## config.mk

```make
export PLATFORM = sky130hd
export DESIGN_NAME = grain_keystream_gen
export DESIGN_NICKNAME = d
export VERILOG_FILES = /design/src/rtl/grain_keystream_gen.sv
export SDC_FILE = /design/constraint.sdc
export NUM_CORES = 1
export LEC_CHECK = 0
export BUFFER_PORTS_ARGS = -buffer_cell sky130_fd_sc_hd__buf_2
export CAP_MARGIN = 10
export CORE_ASPECT_RATIO = 1.5
export CORE_UTILIZATION = 40
export CTS_CLUSTER_DIAMETER = 120
export DETAILED_ROUTE_END_ITERATION = 6
export GPL_TIMING_DRIVEN = 0
export PLACE_DENSITY = 0.81
export SLEW_MARGIN = 25
export SYNTH_ARGS = -nofsm -noshare
export SYNTH_HDL_FRONTEND = slang
export SYNTH_SLANG_ARGS = --single-unit
```

## constraint.sdc

```tcl
create_clock -name Clk -period 1.4 [get_ports Clk]
set_clock_uncertainty 0.15 [all_clocks]
set_input_delay 0.14 -clock Clk [delete_from_list [all_inputs] [get_ports Clk]]
set_output_delay 0.14 -clock Clk [all_outputs]
set_load 0.01 [all_outputs]
```

## src/rtl/grain_keystream_gen.sv

```systemverilog
// Grain-style keystream generator: 80-bit LFSR and 24-bit NFSR clocked together,
// with a nonlinear filter producing one keystream bit per state.
module grain_keystream_gen (
    input  logic        Clk,
    input  logic        reset,
    input  logic        Par_load,
    input  logic        shift_en,
    input  logic [79:0] SEED_l,
    input  logic [23:0] SEED_n,
    output logic [79:0] X_l,
    output logic [23:0] X_n,
    output logic        main_output
);

    logic [79:0] lfsr_q, lfsr_d;
    logic [23:0] nfsr_q, nfsr_d;
    logic        fb_l, fb_n, filt_h;
    logic        x0, x1, x2, x3, x4;

    always_comb begin
        x0 = lfsr_q[3];
        x1 = lfsr_q[25];
        x2 = lfsr_q[46];
        x3 = lfsr_q[64];
        x4 = nfsr_q[13];

        fb_l = lfsr_q[0] ^ lfsr_q[13] ^ lfsr_q[23] ^ lfsr_q[38] ^ lfsr_q[51] ^ lfsr_q[62];
        fb_n = lfsr_q[0] ^ nfsr_q[0] ^ nfsr_q[5] ^ nfsr_q[9] ^ nfsr_q[14] ^ nfsr_q[20]
             ^ (nfsr_q[3] & nfsr_q[11]) ^ (nfsr_q[17] & nfsr_q[22]);

        // Filter grouped by shared factors; expands to the ten-term ANF of h.
        filt_h = x1 ^ x4
               ^ (x3 & (x0 ^ x2 ^ x4))
               ^ (x0 & x2 & (x1 ^ x3 ^ x4))
               ^ (x2 & x4 & (x1 ^ x3));

        main_output = nfsr_q[1] ^ nfsr_q[7] ^ nfsr_q[19] ^ filt_h;
    end

    always_comb begin
        lfsr_d = lfsr_q;
        nfsr_d = nfsr_q;
        if (Par_load) begin
            lfsr_d = SEED_l;
            nfsr_d = SEED_n;
        end else if (shift_en) begin
            lfsr_d = {fb_l, lfsr_q[79:1]};
            nfsr_d = {fb_n, nfsr_q[23:1]};
        end
    end

    always_ff @(posedge Clk) begin
        if (!reset) begin
            lfsr_q <= '0;
            nfsr_q <= '0;
        end else begin
            lfsr_q <= lfsr_d;
            nfsr_q <= nfsr_d;
        end
    end

    assign X_l = lfsr_q;
    assign X_n = nfsr_q;

endmodule

```

Word-level counts from Yosys, hierarchy flattened
Cells that the tools add are included.
{ "classes": {"n_mux": 4, "bitwise": 30, "n_reduce_logical": 1} }
{ "ops": {"columns": ["cell", "count"], "rows": [
  ["$mux W80", 2],
  ["$mux W24", 2],
  ["$xor A1 B1 Y1", 23],
  ["$and A1 B1 Y1", 7],
  ["$reduce_bool A2 Y1", 1]
]} }
{ "word_totals": {"register_bits": 104} }

Depth between registers and ports, before layout
{ "depth": {"ltp_word": 9, "depth_mapped": 6, "mapped_depth_nobuf": 4} }

Worst setup path before layout
OpenSTA, ideal clock, no wires.
{ "synth_path": {"kind": "flip-flop to output port", "from": "register lfsr_q[46] (netlist: X_l[46])", "to": "output port main_output", "t_arrival_ns": 1.144, "n_path_buf": 0, "path_slack_ns": -0.034, "required_time_ns": 1.110, "path_stages_with_launch": 5, "cell_sequence": "dfxtp_1 > ha_1 > mux2i_1 > xnor2_1 > xnor2_1"} }
{ "synth_between": {"elab_chain_cells": 7} }
{ "synth_lines": {"columns": ["item", "line", "source"], "rows": [
  ["start, declared", "15", "logic [79:0] lfsr_q, lfsr_d;"],
  ["start signal, assigned", "57", "lfsr_q <= lfsr_d;"],
  ["$xor A1 B1 Y1 (2 in a row)", "33", "^ (x3 & (x0 ^ x2 ^ x4))"],
  ["$and A1 B1 Y1", "33", null],
  ["$xor A1 B1 Y1", "33", null],
  ["$xor A1 B1 Y1", "34", "^ (x0 & x2 & (x1 ^ x3 ^ x4))"],
  ["$xor A1 B1 Y1 *", "35", "^ (x2 & x4 & (x1 ^ x3));"],
  ["$xor A1 B1 Y1 *", "37", "main_output = nfsr_q[1] ^ nfsr_q[7] ^ nfsr_q[19] ^ filt_h;"],
  ["end, declared", "12", "output logic main_output"]
]} }
Mark *: on every way between the ends. The rest lies on a longest branch, timed or not.

Worst setup path after layout
Same ends and word-level chain as after synthesis.

==> flow_metrics.env <==
export IMPL_pwr_share_clk=0.367
export IMPL_rows=50
export IMPL_p_int_mw=5.61
export IMPL_clk_pin_slew_ns=0.08
export IMPL_fin_crit_ns=1.80
export IMPL_worstRegToRegCells=4
export IMPL_antenna_found_initial=0
export IMPL_grt_pass1_vias=5721
export IMPL_arrival_ns=1.51
export IMPL_slowest_stage="dfxtp_4"
export IMPL_final_cell_mix="buf_2 (216), nand2_1 (106), o21ai_0 (105)"
export IMPL_start_kind="flop"
export IMPL_whs_path_depth=2
export IMPL_die_area_um2=13300
export IMPL_yosysTopAreaCellShare=0.404
export IMPL_post_place_cells=957
export IMPL_violations="negative setup slack"
export IMPL_switching_share=0.263
export IMPL_tritoncts="yes"
export IMPL_syn_area_um2=5150
export IMPL_max_clock_freq_mhz=555
export IMPL_place_congestion=0.847
export IMPL_p_sw_mw=2.00
export IMPL_drtIter0Drc=202
export IMPL_finalPower_mw=7.62
export IMPL_crit_path_end_kind="primary output"
export IMPL_grt_pass1_wl_um=27200
export IMPL_cp_required_ns=1.11
export IMPL_drt_pass1_iter_count=4
export IMPL_r2r_end="X_n[23]"
export IMPL_cts_buffer_depth=2
export IMPL_wire_per_inst_um=16.0
export IMPL_hpwl_um=11000
export IMPL_setup_viol=1
export IMPL_avgSynthCellArea_um2=8.70
export IMPL_max_slew_margin=0.677
export IMPL_dpl_instance_area_um2=6400
export IMPL_slowest_delay_ns=0.35
export IMPL_hold_viol=0
export IMPL_numCtsBuffers=9
export IMPL_seq_power_share=0.435
export IMPL_rsz0062_at_grt="true"
export IMPL_drt_total_wl_um=17300
export IMPL_grt_max_degree=17
export IMPL_worstMarginPinSlew_ns=0.484
export IMPL_core_area_um2=12500
export IMPL_r2r_slack_ns=0.03
export IMPL_cap_violations=0
export IMPL_status="finished with violations"
export IMPL_nets=1027
export IMPL_hp_start="reset"
export IMPL_ctsRootBufferMaster="clkbuf_16"
export IMPL_ys_seq_area_frac=0.404
export IMPL_worstSetupPathType="reg -> out"
export IMPL_cp_max_fo=2
export IMPL_synth_top_area_cell="dfxtp_1"
export IMPL_power_density_nw_per_um2=970
export IMPL_crit_chain="ha_4 > mux2i_2 > xnor2_1 > xnor2_1 > buf_2"
export IMPL_yosys_cell_types_count=19
export IMPL_clk_latency_ns=0.34
export IMPL_layout_drive_gt1_share=0.285
export IMPL_design_area_um2=7860
export IMPL_fin_cells=1080
export IMPL_numPortBuffers=209
export IMPL_htreeDepth=3
export IMPL_synth_seq_cells=104
export IMPL_final_max_slew_viol_count=0
export IMPL_finalWorstSetupSlack_ns=-0.403
export IMPL_setup_tns_final_ns=-0.403
export IMPL_grt_usage=0.259
export IMPL_ioPinCount=213
export IMPL_die_width_um=94.7
export IMPL_mostFrequentLayoutCell="buf_2"
export IMPL_vdd_drop_max_mv=0.525
export IMPL_synthTopCellsByArea="dfxtp_1 (40%), mux2i_1 (20%), and2_1 (12%), o21ai_0 (10%), nand2_1 (7.7%)"
export IMPL_reg2reg_from="X_n[22]"
export IMPL_path_common_cell="xnor2_1"
export IMPL_initial_core_util=0.412
export IMPL_area_delta_synth_final_pct=52.5
export IMPL_num_vias=5454
export IMPL_drcViolationCount=0
export IMPL_syn_inst=592
export IMPL_synth_nets=701
export IMPL_clkSinkCount=104
export IMPL_cellLeakagePower_nw=3.82
export IMPL_overflow=0
export IMPL_holdWs_ns=0.0228
export IMPL_drt_vias_per_instance=5.05
export IMPL_power_frac_comb=0.198
export IMPL_period_share=1.29
export IMPL_pre_cts_slack_ns=-0.193
export IMPL_post_route_util=0.628
export IMPL_yosys_warnings=0
export IMPL_dieHeight_um=141
export IMPL_hold_end="X_l[70]"
export IMPL_antenna_left=0
export IMPL_min_path_type="in -> reg"
[layer usage]
layer | share of wire | track usage | vias up
met5 | 0 | 0 | -
met1 | 0.39 | 0.278 | 2518
met3 | 0.051 | 0.0469 | 75
met2 | 0.51 | 0.471 | 233
li1 | - | - | 2628
met4 | 0.043 | 0.136 | 0
[sequential cells by signal, summed over array words and instances (netlist names)]
signal,cells
X_n,24
X_l,80
[layout make-up]
cell class	instances	area, um^2
timing repair buffer	315	2100
antenna	1	2.50
clock buffer	12	256
buffer	46	241
fill	1028	4660
tap	156	195
multi-input combinational	442	2880
clock inverter	4	76.3
sequential	104	2110
[cell families (layout without fill, tap and decap cells)]
kind of cell               after synthesis  after routing  share of synthesized area
buffers and inverters                   46            377                     0.0469
xor gates and xnor gates                16             16                     0.0299
other                                    0              1                          0
adders and majority gates                1              1                    0.00243
and+or+nand+nor                        215            215                      0.212
muxes                                  104            104                      0.202
DFF                                    104            104                      0.404
AOI/OAI and AO/OA                      106            106                      0.103
[critical path: cells and delay by family, from the launching register on]
family / cells / cell delay (ns)
xor gates and xnor gates: 2 / 0.29
adders and majority gates: 1 / 0.23
buffers and inverters: 1 / 0.15
DFF: 1 / 0.35
muxes: 1 / 0.16
[worst max-delay path by stage]
stage,from,end,slack [ns],cells after the start
finish,X_l[46],main_output,-0.40,5
global route,X_l[3],main_output,-0.47,5
CTS,X_l[3],main_output,-0.43,5
detailed placement,X_l[25],main_output,-0.19,5
global placement,X_l[25],main_output,-0.14,5
floorplan,X_l[3],main_output,0.002,4
[power by group through the flow]
stage	sequential [mW]	clock, mW	combinational (mW)
2_1_floorplan	3.41	0	0.661
3_3_place_gp	3.37	0	1.20
3_5_place_dp	3.37	0	1.22
4_1_cts	3.30	2.83	1.46
5_1_grt	3.33	2.97	1.65
6_report	3.31	2.80	1.51
[cells in the mapped netlist]
library cell / instances
a31oi_1: 1
and2_1: 102
buf_2: 7
buf_4: 2
buf_6: 7
clkbuf_1: 30
dfxtp_1: 104
ha_1: 1
mux2i_1: 104
nand2_1: 106
nand2b_1: 1
nand3_1: 1
nand3b_1: 3
nor3_2: 1
nor4bb_1: 1
o21ai_0: 105
xnor2_1: 13
xnor3_1: 1
xor2_1: 2
[what timing repair did]
action                                 4_1_cts  5_1_grt
setup buffers                                2        0
setup endpoints to repair                    2        2
pin swaps                                    5        1
endpoints found under the hold margin      103        1
hold buffers                               103        1
resized for setup                            9       12
(Power assumes the default switching activity.)
